`config.mk`:
```
export PLATFORM = sky130hd
export DESIGN_NAME = pc_gen
export DESIGN_NICKNAME = d
export VERILOG_FILES = /design/src/rtl/pc_gen_pkg.sv /design/src/rtl/pc_target_mux.sv /design/src/rtl/pc_gen.sv
export SDC_FILE = /design/constraint.sdc
export NUM_CORES = 1
export LEC_CHECK = 0
export CORE_MARGIN = 2
export CORE_UTILIZATION = 48
export DETAILED_ROUTE_END_ITERATION = 10
export PLACE_DENSITY = 0.88
export SLEW_MARGIN = 20
export SYNTH_ARGS = -nofsm -noshare
export SYNTH_HDL_FRONTEND = slang
export SYNTH_SLANG_ARGS = --single-unit
export TNS_END_PERCENT = 50
```
`constraint.sdc`:
```
create_clock -name clk -period 8.69 [get_ports clk]
set_clock_uncertainty 0.15 [all_clocks]
set_input_delay 2.607 -clock clk [delete_from_list [all_inputs] [get_ports clk]]
set_output_delay 2.607 -clock clk [all_outputs]
set_load 0.01 [all_outputs]
```
`src/rtl/pc_gen_pkg.sv`:
```
// Shared encodings and default vectors for the fetch-stage PC generator.
package pc_gen_pkg;

  localparam int unsigned NPC_TYPE_W    = 3;
  localparam int unsigned INSTR_INDEX_W = 26;

  typedef enum logic [NPC_TYPE_W-1:0] {
    NPC_NORMAL = 3'd0,
    NPC_BRANCH = 3'd1,
    NPC_J      = 3'd2,
    NPC_JR     = 3'd3
  } npc_type_e;

  localparam logic [31:0] DEFAULT_RESET_PC = 32'h0000_3000;
  localparam logic [31:0] DEFAULT_EXC_PC   = 32'h0000_4180;
  // Last legal word offset of the fetch window above the reset vector.
  localparam logic [31:0] FETCH_WINDOW     = 32'h0000_3FFC;

endpackage

```
`src/rtl/pc_target_mux.sv`:
```
// Next-PC target calculation and priority select for the fetch stage.
module pc_target_mux
  import pc_gen_pkg::*;
#(
  parameter int unsigned ADDR_W = 32,
  parameter logic [31:0] EXC_PC = DEFAULT_EXC_PC
) (
  input  logic [ADDR_W-1:0]        f_pc,
  input  logic [NPC_TYPE_W-1:0]    npc_type,
  input  logic                     cmp_res,
  input  logic [ADDR_W-1:0]        imm,
  input  logic [INSTR_INDEX_W-1:0] instr_index,
  input  logic [ADDR_W-1:0]        jr_addr,
  input  logic [ADDR_W-1:0]        d_pc,
  input  logic                     exc_req,
  input  logic                     eret_req,
  input  logic [ADDR_W-1:0]        epc,
  input  logic                     pend_valid,
  input  logic [ADDR_W-1:0]        pend_target,
  output logic [ADDR_W-1:0]        npc
);

  logic [ADDR_W-1:0] seq_pc;
  logic [ADDR_W-1:0] br_pc;
  logic [ADDR_W-1:0] j_pc;

  assign seq_pc = f_pc + ADDR_W'(4);
  assign br_pc  = d_pc + ADDR_W'(4) + (imm << 2);

  // J keeps the region bits of the D-stage PC above bit 27.
  if (ADDR_W > 28) begin : g_j_region
    assign j_pc = {d_pc[ADDR_W-1:28], instr_index, 2'b00};
  end else begin : g_j_flat
    assign j_pc = {instr_index, 2'b00};
  end

  always_comb begin
    npc = seq_pc;
    if (exc_req) begin
      npc = ADDR_W'(EXC_PC);
    end else if (eret_req) begin
      npc = epc;
    end else if (pend_valid) begin
      npc = pend_target;
    end else begin
      case (npc_type)
        NPC_BRANCH: npc = cmp_res ? br_pc : seq_pc;
        NPC_J:      npc = j_pc;
        NPC_JR:     npc = jr_addr;
        default:    npc = seq_pc;
      endcase
    end
  end

endmodule

```
`src/rtl/pc_gen.sv`:
```
// Fetch-stage PC register with stall hold and a one-entry pending redirect.
// Optional fetch address check enabled by defining PC_ALIGN_CHECK_EN.
module pc_gen
  import pc_gen_pkg::*;
#(
  parameter int unsigned ADDR_W   = 32,
  parameter logic [31:0] RESET_PC = DEFAULT_RESET_PC,
  parameter logic [31:0] EXC_PC   = DEFAULT_EXC_PC
) (
  input  logic                     clk,
  input  logic                     reset,
  input  logic                     stall,
  input  logic [NPC_TYPE_W-1:0]    npc_type,
  input  logic                     cmp_res,
  input  logic [ADDR_W-1:0]        imm,
  input  logic [INSTR_INDEX_W-1:0] instr_index,
  input  logic [ADDR_W-1:0]        jr_addr,
  input  logic [ADDR_W-1:0]        d_pc,
  input  logic                     exc_req,
  input  logic                     eret_req,
  input  logic [ADDR_W-1:0]        epc,
  output logic [ADDR_W-1:0]        f_pc,
  output logic [ADDR_W-1:0]        npc,
  output logic                     pend_valid,
  output logic                     f_adel
);

  logic [ADDR_W-1:0] f_pc_q;
  logic [ADDR_W-1:0] pend_target_q;
  logic              pend_valid_q;
  logic              pend_is_exc_q;

  pc_target_mux #(
    .ADDR_W (ADDR_W),
    .EXC_PC (EXC_PC)
  ) u_target_mux (
    .f_pc        (f_pc_q),
    .npc_type    (npc_type),
    .cmp_res     (cmp_res),
    .imm         (imm),
    .instr_index (instr_index),
    .jr_addr     (jr_addr),
    .d_pc        (d_pc),
    .exc_req     (exc_req),
    .eret_req    (eret_req),
    .epc         (epc),
    .pend_valid  (pend_valid_q),
    .pend_target (pend_target_q),
    .npc         (npc)
  );

  // Exceptions always win the pending slot; an eret never displaces one.
  always_ff @(posedge clk) begin
    if (reset) begin
      f_pc_q        <= ADDR_W'(RESET_PC);
      pend_target_q <= '0;
      pend_valid_q  <= 1'b0;
      pend_is_exc_q <= 1'b0;
    end else if (!stall) begin
      f_pc_q        <= npc;
      pend_valid_q  <= 1'b0;
      pend_is_exc_q <= 1'b0;
    end else if (exc_req) begin
      pend_target_q <= ADDR_W'(EXC_PC);
      pend_valid_q  <= 1'b1;
      pend_is_exc_q <= 1'b1;
    end else if (eret_req && !(pend_valid_q && pend_is_exc_q)) begin
      pend_target_q <= epc;
      pend_valid_q  <= 1'b1;
      pend_is_exc_q <= 1'b0;
    end
  end

  assign f_pc       = f_pc_q;
  assign pend_valid = pend_valid_q;

`ifdef PC_ALIGN_CHECK_EN
  localparam logic [ADDR_W-1:0] WIN_LO = ADDR_W'(RESET_PC);
  localparam logic [ADDR_W-1:0] WIN_HI = ADDR_W'(RESET_PC + FETCH_WINDOW);

  assign f_adel = (f_pc_q[1:0] != 2'b00) || (f_pc_q < WIN_LO) || (f_pc_q > WIN_HI);
`else
  assign f_adel = 1'b0;
`endif

endmodule

```
Word-level counts from Yosys, hierarchy flattened
Index checks and enable logic that the tools add are counted.

Register bits: 66. Bits of input ports: 163. Output and inout port bits: 66. Word-level logic and storage cells: 28.

$add $sub $neg: 3. Eq/ne operators: 3. Muxes and demuxes: 11. Bitwise gates (word level): 1. Reduce and logical (&&, ||, !) cells: 6.

Operators with widths (number): two-way mux 32 bit (6); case mux 32 bit (3 select lines) (1); adder 32 x 3 -> 32 bit (second input constant) (2); adder 32 bit (1); equality test 3 x 2 -> 1 bit (second input constant) (2); two-way mux 1 bit (4); equality test 3 x 1 -> 1 bit (second input constant) (1); logical AND 1 bit (2); AND reduction 2 bit (1); nonzero test 2 bit (1); OR reduction 2 bit (1); logical NOT 1 bit (1); NOT 1 bit (1).

Logic depth before layout (Yosys ltp)
Depth after elaboration: 7. Depth in mapped cells: 14. Depth with buffers taken out: 14.

By module
Synthesis repeated with hierarchy kept, for this count alone.

Cell total of the unflattened synthesis: 850. Area total of the unflattened synthesis: 6663.9 um2.

Modules (own cells, without submodules): pc_target_mux (instances 1, cells an instance 647, area an instance 4357.9 um2, seq. area each 0.0 um2); pc_gen (instances 1, cells an instance 203, area an instance 2306.0 um2, seq. area each 1321.3 um2).

Least setup slack after synthesis
No wires, ideal clock.

Path type: in2out. Start: input imm[1]. End: output npc[25]. Arrival: 5.326 ns. Required time: 5.933 ns. Setup slack: 0.607 ns. Stages: 12. Path buffers: 0. Cells stage by stage: ha_1 ha_1 inv_1 fa_1 and2b_1 o2111ai_2 a211o_2 a21oi_2 a21oi_1 mux2_2 a211o_1 o31ai_1.

Cells in the longest elaborated chain, start to end: 6.

Ends and longest elaborated chain: start, declared (RTL line pc_gen.sv:15) `input logic [ADDR_W-1:0] imm,`; adder 32 bit (RTL line pc_target_mux.sv:28) `assign br_pc = d_pc + ADDR_W'(4) + (imm << 2);`; two-way mux 32 bit (RTL line pc_target_mux.sv:47) `NPC_BRANCH: npc = cmp_res ? br_pc : seq_pc;`; case mux 32 bit (3 select lines) (RTL line pc_target_mux.sv:46) `case (npc_type)`; two-way mux 32 bit (RTL line pc_target_mux.sv:43) `end else if (pend_valid) begin`; two-way mux 32 bit (RTL line pc_target_mux.sv:41) `end else if (eret_req) begin`; two-way mux 32 bit (RTL line pc_target_mux.sv:39) `if (exc_req) begin`; end, declared (RTL line pc_gen.sv:23) `output logic [ADDR_W-1:0] npc,`.

No other way between the ends.

Final worst setup path
Start: input imm[5]. End: output npc[20].

Same word-level chain as after synthesis.

==> metrics.md <==
| Metric | Value |
|---|---|
| CTS Buffer Depth | 2 |
| Worst path required time | approximately 5.9 ns |
| Top-area cell type share of the netlist area | approximately 18% |
| Worst Setup SP | imm[5] |
| Num ports | roughly 230 |
| Status | complete, but fails checks |
| Most frequent cells in the layout | 196 x clkdlybuf4s50_1, 128 x buf_4, 113 x nand2_1 |
| Ranking of synthesized cells by area | dfxtp_1 18%, ha_1 10%, a21oi_1 8.4%, nand2_1 5.9%, nor2_1 4.1% |
| Register share of total power | approximately a quarter |
| CTS tree | built |
| Reg2reg start | f_pc[4] |
| Internal | roughly 830 uW |
| Total gr overflow | 0 |
| Placed cells | between 1000 and 1500 |
| DP HPWL | between 20000 and 25000 um |
| Netlist cell types | 95 |
| Initial Util | roughly half |
| Hold Slack | slightly below 0.3 ns |
| Die Width | 126.2 um |
| Violated checks | negative setup slack |
| Crit path capture | npc[20] |
| Hold Crit Class | reg2reg |
| Yosys Warn Count | 0 |
| Setup repair after global routing missed its margin | true |
| N_diodes | 0 |
| # port buffers | about 230 |
| Worst-margin pin slew | between 1 and 1.5 ns |
| Clock Latency Late Sink | 0.33 ns |
| DR vias | roughly 9200 |
| FF+latch count, synth | between 60 and 70 |
| Syn-to-layout area delta | 51.08% |
| CP Capture Type | output pin |
| DR iter-0 viols | between 1000 and 1500 |
| Worst R2R Path Depth | 9 |
| Final WL | just under 30000 um |
| Row cnt | 44 |
| Core area | around 15000 sq um |
| CTS buffer count | 9 |
| Lkg Pwr | ~4.5 nW |
| Final period utilization | 102.4% |
| Worst reg2reg setup slack | 5.76 ns |
| FFs w/ async S/R, synth | 0% |
| First-pass iteration count of the detailed router | 5 |
| Clock Pin Slew Worst Setup and Hold Paths | about 0.05 ns |
| Fin crit period | between 8 and 9 ns |
| CTS Hold Buffers Added | 0 |
| Synthesized Nets | between 1000 and 1500 |
| Most common cell after layout, fill and taps aside | clkdlybuf4s50_1 |
| Max-slew violations | 0 |
| PwrDens | between 100 and 150 nW/um^2 |
| DR WL/cell | between 15 and 20 um |
| Seq/Total Area, Yosys | between 15 and 20% |
| Routed Antenna Nets | 0 |
| DRC violations left | 0 |
| Layout cells sized above 1 | between 10% and 20% |
| Antenna violations before repair | 0 |
| Worst slack at placement | -0.5153 ns |
| FMAX | 112.4 MHz |
| Post-synthesis cell count | roughly 990 |
| WS Path Type | in2out |
| Max cap viols | 0 |
| Setup-failing EPs final | 1 |
| Post-layout util | about three quarters |
| Syn_area_per_cell | between 7 and 8 sq um |
| DP Area | around 10000 sq um |
| CTS root buffer | clkbuf_16 |
| Sw Ratio | between 30% and 40% |
| First-pass GRT wire length | roughly 45000 um |
| GRT Total Usage | a little over a third |
| Final weighted congestion in routability-driven placement | roughly 0.97 |
| Number of global-route vias before repair | approximately 8600 |
| Area leader, netlist | dfxtp_1 |
| Worst vdd ir | between 0.00015 and 0.0002 V |
| Chip Height | between 100 and 150 um |
| Finished Layout Cells | about 1500 |
| Final instance area | 10830 sq um |
| Die area | 15920 sq um |
| Final Net Count | about 1500 |
| Largest net degree at the start of global routing | 65 |
| Data arrival, critical path | about 6 ns |
| CTS H-tree depth | 3 |
| Crit start category | primary input |
| Post-synth EDFFs | 0 |
| Worst rel slew slack | ~23% |
| Routed vias/inst | 6.232 |
| Main flop type after synthesis | dfxtp_1 |
| Crit-path max FO | 4 |
| Final Hold Viols | 0 |
| R2r endpoint | f_pc[21] |
| Netlist Area Pre-Place | a little over 7000 sq um |
| Net Switching | roughly 440 uW |
| Combinational share of power | between 40% and 50% |
| PnR worst setup slack | -0.2097 ns |
| Clock sinks | 66 |
| Clk pwr share | between 20% and 30% |
per-stage QoR:
step / power, mW / setup TNS, ns
after floorplan: 0.6067 / 0
after CTS: 1.238 / -0.4019
after global routing: 1.322 / -0.3069
final: 1.268 / -0.2097
after detailed placement: 0.8764 / -5.671
after global placement: 0.8666 / -5.071
sequential cells by signal, summed over array words and instances (netlist names):
register and count:
pend_is_exc_q 1, pend_valid 1, pend_target_q 32, f_pc 32
metal layers:
metal / part of all wire [%] / GRT usage, % / up-vias
met2: 46 / 55.66 / 569
met5: 0 / 0 / -
met3: 10 / 6.117 / 70
met4: 2.7 / 10.15 / 0
met1: 41 / 48.28 / 4292
li1: - / - / 4268
worst min-delay path by stage:
stage                     slack (ns)              start  cells after the start           endpoint
after floorplan                 0.28  pend_target_q[23]                      2  pend_target_q[23]
after global placement          0.28  pend_target_q[15]                      2  pend_target_q[15]
after detailed placement        0.29  pend_target_q[16]                      2  pend_target_q[16]
after CTS                       0.30  pend_target_q[10]                      2  pend_target_q[10]
after global routing            0.32   pend_target_q[4]                      2   pend_target_q[4]
final                           0.30   pend_target_q[1]                      2   pend_target_q[1]
cell type report:
cell class / count / area, sq um
Multi-Input combinational cell: 814 / 5635
Fill cell: 1116 / 3706
Timing Repair Buffer: 352 / 3186
Sequential cell: 66 / 1321
Clock buffer: 12 / 246.5
Tap cell: 184 / 230.2
Inverter: 45 / 168.9
Clock inverter: 3 / 40.04
power by group through the flow:
| stage | Sequential, mW | Clock, mW | Combinational (mW) |
|---|---|---|---|
| floorplan | 0.338 | 0 | 0.269 |
| finish | 0.333 | 0.352 | 0.583 |
| global route | 0.334 | 0.366 | 0.621 |
| CTS | 0.332 | 0.352 | 0.553 |
| global placement | 0.338 | 0 | 0.528 |
| detailed placement | 0.339 | 0 | 0.538 |
timing repair:
item	4_1_cts	5_1_grt
buffers inserted	3	2
setup endpoints to repair	19	24
resized for setup	52	48
pin swaps	15	26
critical path, cell delays in order:
cell and delay (ns):
clkdlybuf4s50_1 0.41, ha_1 0.30, ha_1 0.29, buf_4 0.13, and4_1 0.23, buf_4 0.14, o211ai_1 0.16, a2111oi_4 0.40
nor2_1 0.09, xnor2_1 0.29, a221oi_1 0.19, nor3_2 0.30, clkdlybuf4s50_1 0.60
kinds of logic (layout without fill, tap and decap cells):
kind of cell               count (synthesis)  in the layout  synth area share, %
AOI/OAI and AO/OA                        337            337                31.70
adders and majority gates                 59             59                10.41
xor gates and xnor gates                  40             40                4.993
buffers and inverters                    114            412                6.686
muxes                                     21             21                2.985
and+or+nand+nor                          356            356                24.74
DFF                                       66             66                18.44
other                                      1              1              0.05232
cell usage after synthesis (3+ instances only):
| cell type | number |
|---|---|
| a211o_1 | 5 |
| a211oi_1 | 18 |
| a21o_1 | 13 |
| a21oi_1 | 120 |
| a221oi_1 | 9 |
| a311oi_2 | 3 |
| a31oi_1 | 5 |
| a32oi_1 | 5 |
| and2_1 | 11 |
| and3_1 | 12 |
| buf_1 | 9 |
| buf_2 | 9 |
| buf_4 | 5 |
| clkbuf_1 | 43 |
| dfxtp_1 | 66 |
| ha_1 | 58 |
| inv_1 | 44 |
| mux2_2 | 3 |
| mux2i_1 | 18 |
| nand2_1 | 113 |
| nand2b_1 | 8 |
| nand3_1 | 21 |
| nand4_1 | 41 |
| nor2_1 | 79 |
| nor2b_1 | 8 |
| nor3_1 | 33 |
| o2111ai_1 | 3 |
| o211ai_1 | 9 |
| o21a_1 | 12 |
| o21ai_0 | 56 |
| o21ai_1 | 3 |
| o21bai_1 | 3 |
| o221ai_1 | 6 |
| o22ai_1 | 8 |
| o31ai_1 | 11 |
| o41ai_1 | 3 |
| or3_1 | 8 |
| xnor2_1 | 31 |
| xor2_1 | 8 |
Note: power is estimated with default switching activity, not from simulation.
